`src/rtl/dp_ram_arb_pkg.sv`:
```
// Shared helpers for the dual-port RAM read-port arbiter.
// Latency: n/a (functions only).
// Backpressure: n/a.
package dp_ram_arb_pkg;

  // Requester id width, never narrower than one bit.
  function automatic int clog2_min1(input int n);
    return (n <= 2) ? 1 : $clog2(n);
  endfunction

  // Cycles from grant to response for an isolated read (1 + KNOB_REGOUT).
  function automatic int rd_latency(input int knob_regout);
    return 1 + ((knob_regout != 0) ? 1 : 0);
  endfunction

endpackage

```
`src/rtl/rr_arbiter.sv`:
```
// Round-robin pick: search starts one past ptr and wraps, first request wins.
// Latency: purely combinational.
// Backpressure: none; gnt is zero when no request is asserted.
module rr_arbiter #(
  parameter int N    = 4,
  parameter int ID_W = 2
) (
  input  logic [N-1:0]    req,
  input  logic [ID_W-1:0] ptr,
  output logic [N-1:0]    gnt,
  output logic [ID_W-1:0] gnt_id
);

  // Walk offsets from farthest to nearest so the nearest valid requester wins.
  always_comb begin
    gnt    = '0;
    gnt_id = '0;
    for (int k = N; k >= 1; k--) begin
      for (int i = 0; i < N; i++) begin
        if (req[i] && (((int'(ptr) + k) % N) == i)) begin
          gnt    = '0;
          gnt[i] = 1'b1;
          gnt_id = ID_W'(i);
        end
      end
    end
  end

endmodule

```
`src/rtl/dp_ram_rd_arb.sv`:
```
// Shares one RAM read port among NUM_REQ requesters, tagging each read with its id.
// Latency: 1 cycle (KNOB_REGOUT=0) or 2 cycles (KNOB_REGOUT=1) from grant to rsp_valid.
// Backpressure: requesters see a combinational one-hot req_ready; responses cannot be stalled.
module dp_ram_rd_arb
  import dp_ram_arb_pkg::*;
#(
  parameter int NUM_REQ     = 4,
  parameter int ADDR_WIDTH  = 10,
  parameter int DATA_WIDTH  = 256,
  parameter int KNOB_REGOUT = 0,
  parameter int ID_WIDTH    = clog2_min1(NUM_REQ)
) (
  input  logic                          clk,
  input  logic                          rst_n,
  input  logic [NUM_REQ-1:0]            req_valid,
  input  logic [NUM_REQ*ADDR_WIDTH-1:0] req_addr,
  output logic [NUM_REQ-1:0]            req_ready,
  output logic                          ram_rd_en,
  output logic [ADDR_WIDTH-1:0]         ram_rd_addr,
  input  logic [DATA_WIDTH-1:0]         ram_rd_data,
  output logic                          rsp_valid,
  output logic [ID_WIDTH-1:0]           rsp_id,
  output logic [DATA_WIDTH-1:0]         rsp_data,
  output logic                          busy
);

  // With the output register the RAM pipeline only moves on rd_en, so one
  // read tag is held until the next read (real or flush) pushes its data out.
  localparam logic REGOUT = (KNOB_REGOUT != 0);

  logic [NUM_REQ-1:0]    w_gnt;
  logic [ID_WIDTH-1:0]   w_gnt_id;
  logic                  w_any;
  logic                  w_flush;
  logic [ADDR_WIDTH-1:0] w_req_addr;

  logic [ID_WIDTH-1:0]   r_rr_ptr;
  logic [ADDR_WIDTH-1:0] r_last_addr;
  logic                  r_pending_vld;
  logic [ID_WIDTH-1:0]   r_pending_id;
  logic                  r_rsp_valid;
  logic [ID_WIDTH-1:0]   r_rsp_id;

  rr_arbiter #(
    .N    (NUM_REQ),
    .ID_W (ID_WIDTH)
  ) u_rr_arbiter (
    .req    (req_valid),
    .ptr    (r_rr_ptr),
    .gnt    (w_gnt),
    .gnt_id (w_gnt_id)
  );

  // Any asserted request is granted this cycle, so it is a real read.
  assign w_any   = |req_valid;
  // Idle cycle with a read still inside the RAM pipeline: push it out.
  assign w_flush = REGOUT & ~w_any & r_pending_vld;

  // Select the winner's address slice.
  always_comb begin
    w_req_addr = '0;
    for (int i = 0; i < NUM_REQ; i++) begin
      if (w_gnt[i]) w_req_addr = req_addr[i*ADDR_WIDTH +: ADDR_WIDTH];
    end
  end

  assign req_ready   = w_gnt;
  assign ram_rd_en   = w_any | w_flush;
  // Flush reads repeat the last address so the RAM address stays stable.
  assign ram_rd_addr = w_any ? w_req_addr : r_last_addr;
  assign rsp_valid   = r_rsp_valid;
  assign rsp_id      = r_rsp_id;
  assign rsp_data    = ram_rd_data;
  assign busy        = r_pending_vld | r_rsp_valid;

  // Round-robin pointer and last read address advance only on real reads.
  always_ff @(posedge clk) begin
    if (!rst_n) begin
      r_rr_ptr    <= ID_WIDTH'(NUM_REQ - 1);
      r_last_addr <= '0;
    end else if (w_any) begin
      r_rr_ptr    <= w_gnt_id;
      r_last_addr <= w_req_addr;
    end
  end

  // Read tag tracking and response generation; reset drops any in-flight tag.
  always_ff @(posedge clk) begin
    if (!rst_n) begin
      r_pending_vld <= 1'b0;
      r_pending_id  <= '0;
      r_rsp_valid   <= 1'b0;
      r_rsp_id      <= '0;
    end else if (REGOUT) begin
      // A pending tag always leaves: either a real read or a flush follows it.
      r_rsp_valid   <= r_pending_vld;
      r_rsp_id      <= r_pending_id;
      r_pending_vld <= w_any;
      if (w_any) r_pending_id <= w_gnt_id;
    end else begin
      r_rsp_valid   <= w_any;
      r_rsp_id      <= w_gnt_id;
      r_pending_vld <= 1'b0;
      r_pending_id  <= '0;
    end
  end

endmodule

```
`config.mk`:
```
export PLATFORM = sky130hd
export DESIGN_NAME = dp_ram_rd_arb
export DESIGN_NICKNAME = d
export VERILOG_FILES = /design/src/rtl/dp_ram_arb_pkg.sv /design/src/rtl/rr_arbiter.sv /design/src/rtl/dp_ram_rd_arb.sv
export SDC_FILE = /design/constraint.sdc
export NUM_CORES = 1
export LEC_CHECK = 0
export ABC_AREA = 1
export CAP_MARGIN = 30
export CELL_PAD_IN_SITES_DETAIL_PLACEMENT = 0
export CELL_PAD_IN_SITES_GLOBAL_PLACEMENT = 2
export CORE_AREA = 2 2 225 227
export CTS_BUF_LIST = sky130_fd_sc_hd__clkbuf_16
export DETAILED_ROUTE_END_ITERATION = 8
export DIE_AREA = 0 0 227 229
export HOLD_SLACK_MARGIN = 0.12
export PLACE_DENSITY_LB_ADDON = 0.3
export SYNTH_ARGS = -nofsm -noshare
export SYNTH_HDL_FRONTEND = slang
export SYNTH_SLANG_ARGS = --single-unit
```
`constraint.sdc`:
```
create_clock -name clk -period 1.9 [get_ports clk]
set_input_delay 0.285 -clock clk [delete_from_list [all_inputs] [get_ports clk]]
set_output_delay 0.285 -clock clk [all_outputs]
set_load 0.01 [all_outputs]
```
Word level (Yosys, flattened, before mapping)
Cells that the tools add are included.
Widths: inputs -> output; s select.

operators by class
  muxes and demuxes = 36
  bitwise gates (word level) = 4
  div/mod/pow operators = 0
  multiply operators = 0
  equal/unequal tests = 12
  shift-type cells = 0
  add/subtract/negate cells = 4
  reductions and logical operators = 25
  $lt $le $gt $ge = 0

operators by type and width
  operator             number
  $logic_not 32->1     4
  $mux 4               13
  $mux 10              5
  $mux 2               15
  $eq 3x3->1 const B   8
  $logic_and 1x1->1    16
  $eq 3x2->1 const B   4
  $reduce_or 2->1      4
  $add 2x1->2 const B  2
  $add 2x2->2 const B  2
  $and 1x1->1 const A  4
  $reduce_or 4->1      1
  $mux 3               1
  $mux 1               2

storage, ports and cells
  register bits after elaboration = 15
  output and inout bits = 275
  memories = 0
  input port bits = 302
  logic and storage cells = 85
  latch bits = 0
  memory bits (read-only) = 0
  RAM bits = 0

Longest topological paths before layout
  depth in word-level cells = 26
  gate-level depth with buffers = 15
  mapped depth without buffers = 15

Modules after synthesis
A second synthesis with hierarchy kept.

unflattened totals
  cells, all modules = 480
  area total of the unflattened synthesis = 3,195.6 sq um

by module, submodules not included
  module         sequential area each (sq um)  area an instance (sq um)  cells an instance  instances
  dp_ram_rd_arb  300.3                         2,889.0                   418                1
  rr_arbiter     0.0                           306.5                     62                 1

Least setup slack after synthesis
OpenSTA, ideal clock, no wires.

  path type = register -> output
  start point = register r_rr_ptr[0]
  end point = output port ram_rd_addr[6]
  slack = 0.186 ns
  cell stages (with the launch flop) = 13
  buffers on the path = 2
  data arrival time = 1.429 ns
  data required time = 1.615 ns
  cell sequence = dfxtp_1 > buf_6 > nor3_4 > inv_2 > nand2_1 > inv_1 > nand3_2 > nand2_2 > buf_12 > nand2_1 > nand3_2 > a21oi_2 > inv_1

between the ends
  elaborated cells between the ends (all ways) = 65
  those cells by class = add/sub: 4; eq/ne: 12; mux: 21; bitwise: 4; reduce/logical: 24

RTL lines
  what                       RTL line             text
  start: declaration         dp_ram_rd_arb.sv:37  logic [ID_WIDTH-1:0] r_rr_ptr;
  start signal: assignment   dp_ram_rd_arb.sv:79  r_rr_ptr <= ID_WIDTH'(NUM_REQ - 1);
  start signal: assignment   dp_ram_rd_arb.sv:82  r_rr_ptr <= w_gnt_id;
  $add 2x1->2                rr_arbiter.sv:20     if (req[i] && (((int'(ptr) + k) % N) == i)) begin
  $reduce_or 2->1 (no line)  --
  $and 1x1->1 (no line)      --
  $eq 3x3->1                 rr_arbiter.sv:20
  $logic_and 1x1->1          rr_arbiter.sv:20
  $mux 4 (12 in series)      rr_arbiter.sv:20
  $mux 4 (*)                 rr_arbiter.sv:20
  named net req_ready[3]     dp_ram_rd_arb.sv:17  output logic [NUM_REQ-1:0] req_ready,
  $mux 10 (*)                dp_ram_rd_arb.sv:63  if (w_gnt[i]) w_req_addr = req_addr[i*ADDR_WIDTH +: ADDR_WIDTH];
  $mux 10 (*)                --
  end: declaration           dp_ram_rd_arb.sv:19  output logic [ADDR_WIDTH-1:0] ram_rd_addr,

The timed path passes the listed nets; every way through them passes the cells marked *.

Worst setup path after layout
  start point = register r_rr_ptr[0]
  end point = output port ram_rd_addr[0]

between the ends
  cells in the longest elaborated chain, start to end = 26
  elaborated cells between the ends (all ways) = 65
  those cells by class = add/sub: 4; eq/ne: 12; mux: 21; bitwise: 4; reduce/logical: 24

ends and longest elaborated chain
  what                       RTL line
  $add 2x1->2                rr_arbiter.sv:20
  $reduce_or 2->1 (no line)  --
  $and 1x1->1 (no line)      --
  $logic_not 32->1           rr_arbiter.sv:20
  $logic_and 1x1->1          rr_arbiter.sv:20
  $mux 1                     rr_arbiter.sv:20
  $mux 2                     rr_arbiter.sv:20
  $mux 3                     rr_arbiter.sv:20
  $mux 4 (12 in series)      rr_arbiter.sv:20
  $mux 4 (*)                 rr_arbiter.sv:20
  $mux 10 (3 in series)      dp_ram_rd_arb.sv:63
  $mux 10 (*)                dp_ram_rd_arb.sv:63
  $mux 10 (*)                --

Every way passes the cells marked *; elsewhere a longest branch is shown, timed or not.

==> impl_metrics.env <==
export IMPL_clock_latency_ps=270
export IMPL_critical_path_endpoint_category="output pin"
export IMPL_clkSinkCount=15
export IMPL_required_ps=1620
export IMPL_first_pass_grt_wire_length_microns=18500
export IMPL_clk_path_buf_depth=2
export IMPL_critical_path_arrival_ps=1970
export IMPL_total_global_routing_overflow=0
export IMPL_synth_top_cell_area_share_pct=59.5
export IMPL_ios=577
export IMPL_yosys_area_top_type="buf_4"
export IMPL_place_gp_congestion=0.672
export IMPL_die_y_microns=229
export IMPL_final_setup_worst_slack_ps=-350
export IMPL_critical_path_startpoint_type="flip-flop"
export IMPL_detail_route_iter0_violations=47
export IMPL_rows=82
export IMPL_count_of_mapped_cells_out_of_synthesis=448
export IMPL_syn_cell_area_sq_um=3240
export IMPL_cts_buffers=3
export IMPL_finalSetupViolCount=13
export IMPL_ir_drop_v=0.000315
export IMPL_antenna_found_initial=1
export IMPL_largest_fanout_of_any_net_on_the_critical_path=8
export IMPL_number_of_antenna_violating_nets_in_the_routed_design=0
export IMPL_hold_viol_final=0
export IMPL_violations="setup timing"
export IMPL_worstMarginPinSlew_ps=277
export IMPL_slew_limit_headroom_pct=81.4
export IMPL_syn_nets=750
export IMPL_detailedRoute_firstPassIterationCount=4
export IMPL_syn2layout_area_growth_pct=13.7
export IMPL_run_status="complete, but fails checks"
export IMPL_crit_type="flip-flop to output pin"
export IMPL_cellPowerDensity_nw_per_um2=1110
export IMPL_grt_max_degree=10
export IMPL_cts_hold_buf=0
export IMPL_synth_area_leaders="buf_4, dfxtp_1, nand2_1"
export IMPL_yosysSeqAreaShare_pct=9.27
export IMPL_tns_ps=-3470
export IMPL_drcViolationCount=0
export IMPL_hold_worst_slack_ps=516
export IMPL_starting_density_of_the_core_pct=6.53
export IMPL_clkSlewWorstSetupHoldPaths_ps=70
export IMPL_cell_at_the_root_of_the_clock_tree="clkbuf_16"
export IMPL_synth_avg_cell_area_sq_um=7.23
export IMPL_wirelength_microns=14400
export IMPL_placement_io_buffers=64
export IMPL_placed_area_sq_um=3160
export IMPL_first_global_vias=2302
export IMPL_synth_cell_types=32
export IMPL_rsz0062_at_grt="yes"
export IMPL_cts_tree="done"
export IMPL_synth_warning_count=0
export IMPL_dpl_cell_count=966
export IMPL_diodes=0
export IMPL_period_share_pct=118
export IMPL_clock_skew_ps=19.7
export IMPL_grtUsageTotal_pct=5.27
export IMPL_ctsHtreeMaxLevel=1
export IMPL_class_of_the_worst_hold_path="flip-flop to flip-flop"
export IMPL_fin_nets=617
export IMPL_final_max_tran_viols=0
export IMPL_viasPerCell=2.08
export IMPL_routed_via_count=2054
export IMPL_synth_ff_latch_count=15
export IMPL_leakage_nw=1.37
export IMPL_achievable_frequency_mhz=444
export IMPL_die_w_microns=227
export IMPL_stdcell_area_sq_um=3680
export IMPL_timing_final_crit_period_ps=2250
export IMPL_postLayoutCoreUtil_pct=7.42
export IMPL_core_box_area_sq_um=49700
export IMPL_dp_final_hpwl_microns=12300
export IMPL_stdcell_count=986
export IMPL_drv_cap=0
export IMPL_drive_above_1_share_pct=54.1
export IMPL_routedWlPerCell_microns=14.6
export IMPL_die_outline_area_sq_um=52000
power breakdown:
part | leakage (nW) | internal [W] | switching [W]
combinational | 1.20 | 0.00155 | 0.00154
sequential | 0.125 | 0.000443 | 0.0000871
clock | 0.0409 | 0.000283 | 0.000167
Yosys cell counts:
library cell / number
o211ai_1: 1
a31o_2: 1
a21oi_2: 6
nand3_4: 3
dfxtp_1: 15
clkbuf_1: 1
inv_4: 1
nor2_2: 6
buf_6: 4
nand3_2: 9
o2111ai_1: 2
nand2_1: 39
inv_2: 3
nand2_2: 9
nor4_1: 1
and2_1: 4
inv_1: 25
a21oi_1: 2
nor2_1: 22
nor3_4: 1
buf_2: 1
nand4_2: 3
nand4_1: 1
clkinv_1: 1
nand3_1: 21
nand2_4: 1
o21ai_1: 1
o21ai_0: 1
buf_12: 1
buf_4: 257
o21ai_2: 4
nand3b_1: 1
placed cells by master, fill, tap and decap left out, drive strengths merged:
| cell | count |
|---|---|
| clkinv | 2 |
| a21oi | 8 |
| nand2 | 49 |
| inv | 29 |
| clkbuf | 6 |
| nor4 | 1 |
| nor3 | 1 |
| o21ai | 6 |
| nand4 | 4 |
| buf | 77 |
| dfxtp | 15 |
| nand3 | 33 |
| and2 | 4 |
| o211ai | 1 |
| o2111ai | 2 |
| nand3b | 1 |
| nor2 | 28 |
| dlygate4sd2 | 1 |
| clkdlybuf4s50 | 45 |
| a31o | 1 |
per-layer routing:
| metal | share of wire [%] | track usage [%] | vias to the layer above |
|---|---|---|---|
| met3 | 15 | 2.69 | 125 |
| met5 | 0.40 | 0.664 | - |
| li1 | - | - | 855 |
| met4 | 11 | 5.80 | 4 |
| met2 | 45 | 7.99 | 233 |
| met1 | 30 | 4.79 | 837 |
final cells by class:
cell class,instances,area (sq um)
clock inverters,1,5.00
multi-input cells,139,1140
repair buffers,126,1200
fillers,5919,46000
inverters,30,115
well taps,672,841
flip-flops and latches,15,308
clock buffers,3,75.1
final timing paths:
kind,endpoint,start,cells past startpoint,slack (ps)
setup reg to reg,r_last_addr[0]$_SDFF_PN0_,r_rr_ptr[0]$_SDFFE_PN1N_,13,40
hold / removal,r_last_addr[6]$_SDFF_PN0_,r_last_addr[6]$_SDFF_PN0_,2,520
hold reg to reg,r_last_addr[6]$_SDFF_PN0_,r_last_addr[6]$_SDFF_PN0_,2,520
setup / recovery,ram_rd_addr[0],r_rr_ptr[0]$_SDFFE_PN1N_,12,-350
what timing repair did:
| item | CTS | global route |
|---|---|---|
| buffers inserted | 11 | 7 |
| setup endpoints to repair | 27 | 21 |
| gates resized for setup | 122 | 43 |
| pin swaps | 26 | 22 |
sequential cells by signal, summed over array words and instances (netlist names):
register,flops
rsp_id,2
r_rr_ptr,2
rsp_valid,1
r_last_addr,10
worst max-delay path, cell delays in order (launching register included):
cell and delay, ps:
dfxtp_4 370, buf_6 120, buf_6 110, o2111ai_4 190, nand2_2 90, nand2_4 120
buf_6 150, nor2_4 40, nor2_4 90, nand3_2 90, a21oi_2 130, inv_1 50
buf_2 130
per-stage QoR:
| step | setup WS, ps | power (W) |
|---|---|---|
| floorplan | 186 | 0.00224 |
| global placement | -1050 | 0.00314 |
| detailed placement | -1040 | 0.00311 |
| CTS | -435 | 0.00390 |
| global route | -471 | 0.00445 |
| finish | -350 | 0.00407 |
cells by family after synthesis:
| family | Yosys count | share of synthesized area (%) |
|---|---|---|
| AND/OR/NAND/NOR | 121 | 21.0 |
| flip-flops | 15 | 9.27 |
| buffers and inverters | 294 | 65.4 |
| AO/OA/AOI/OAI | 18 | 4.36 |
(Power assumes the default switching activity.)
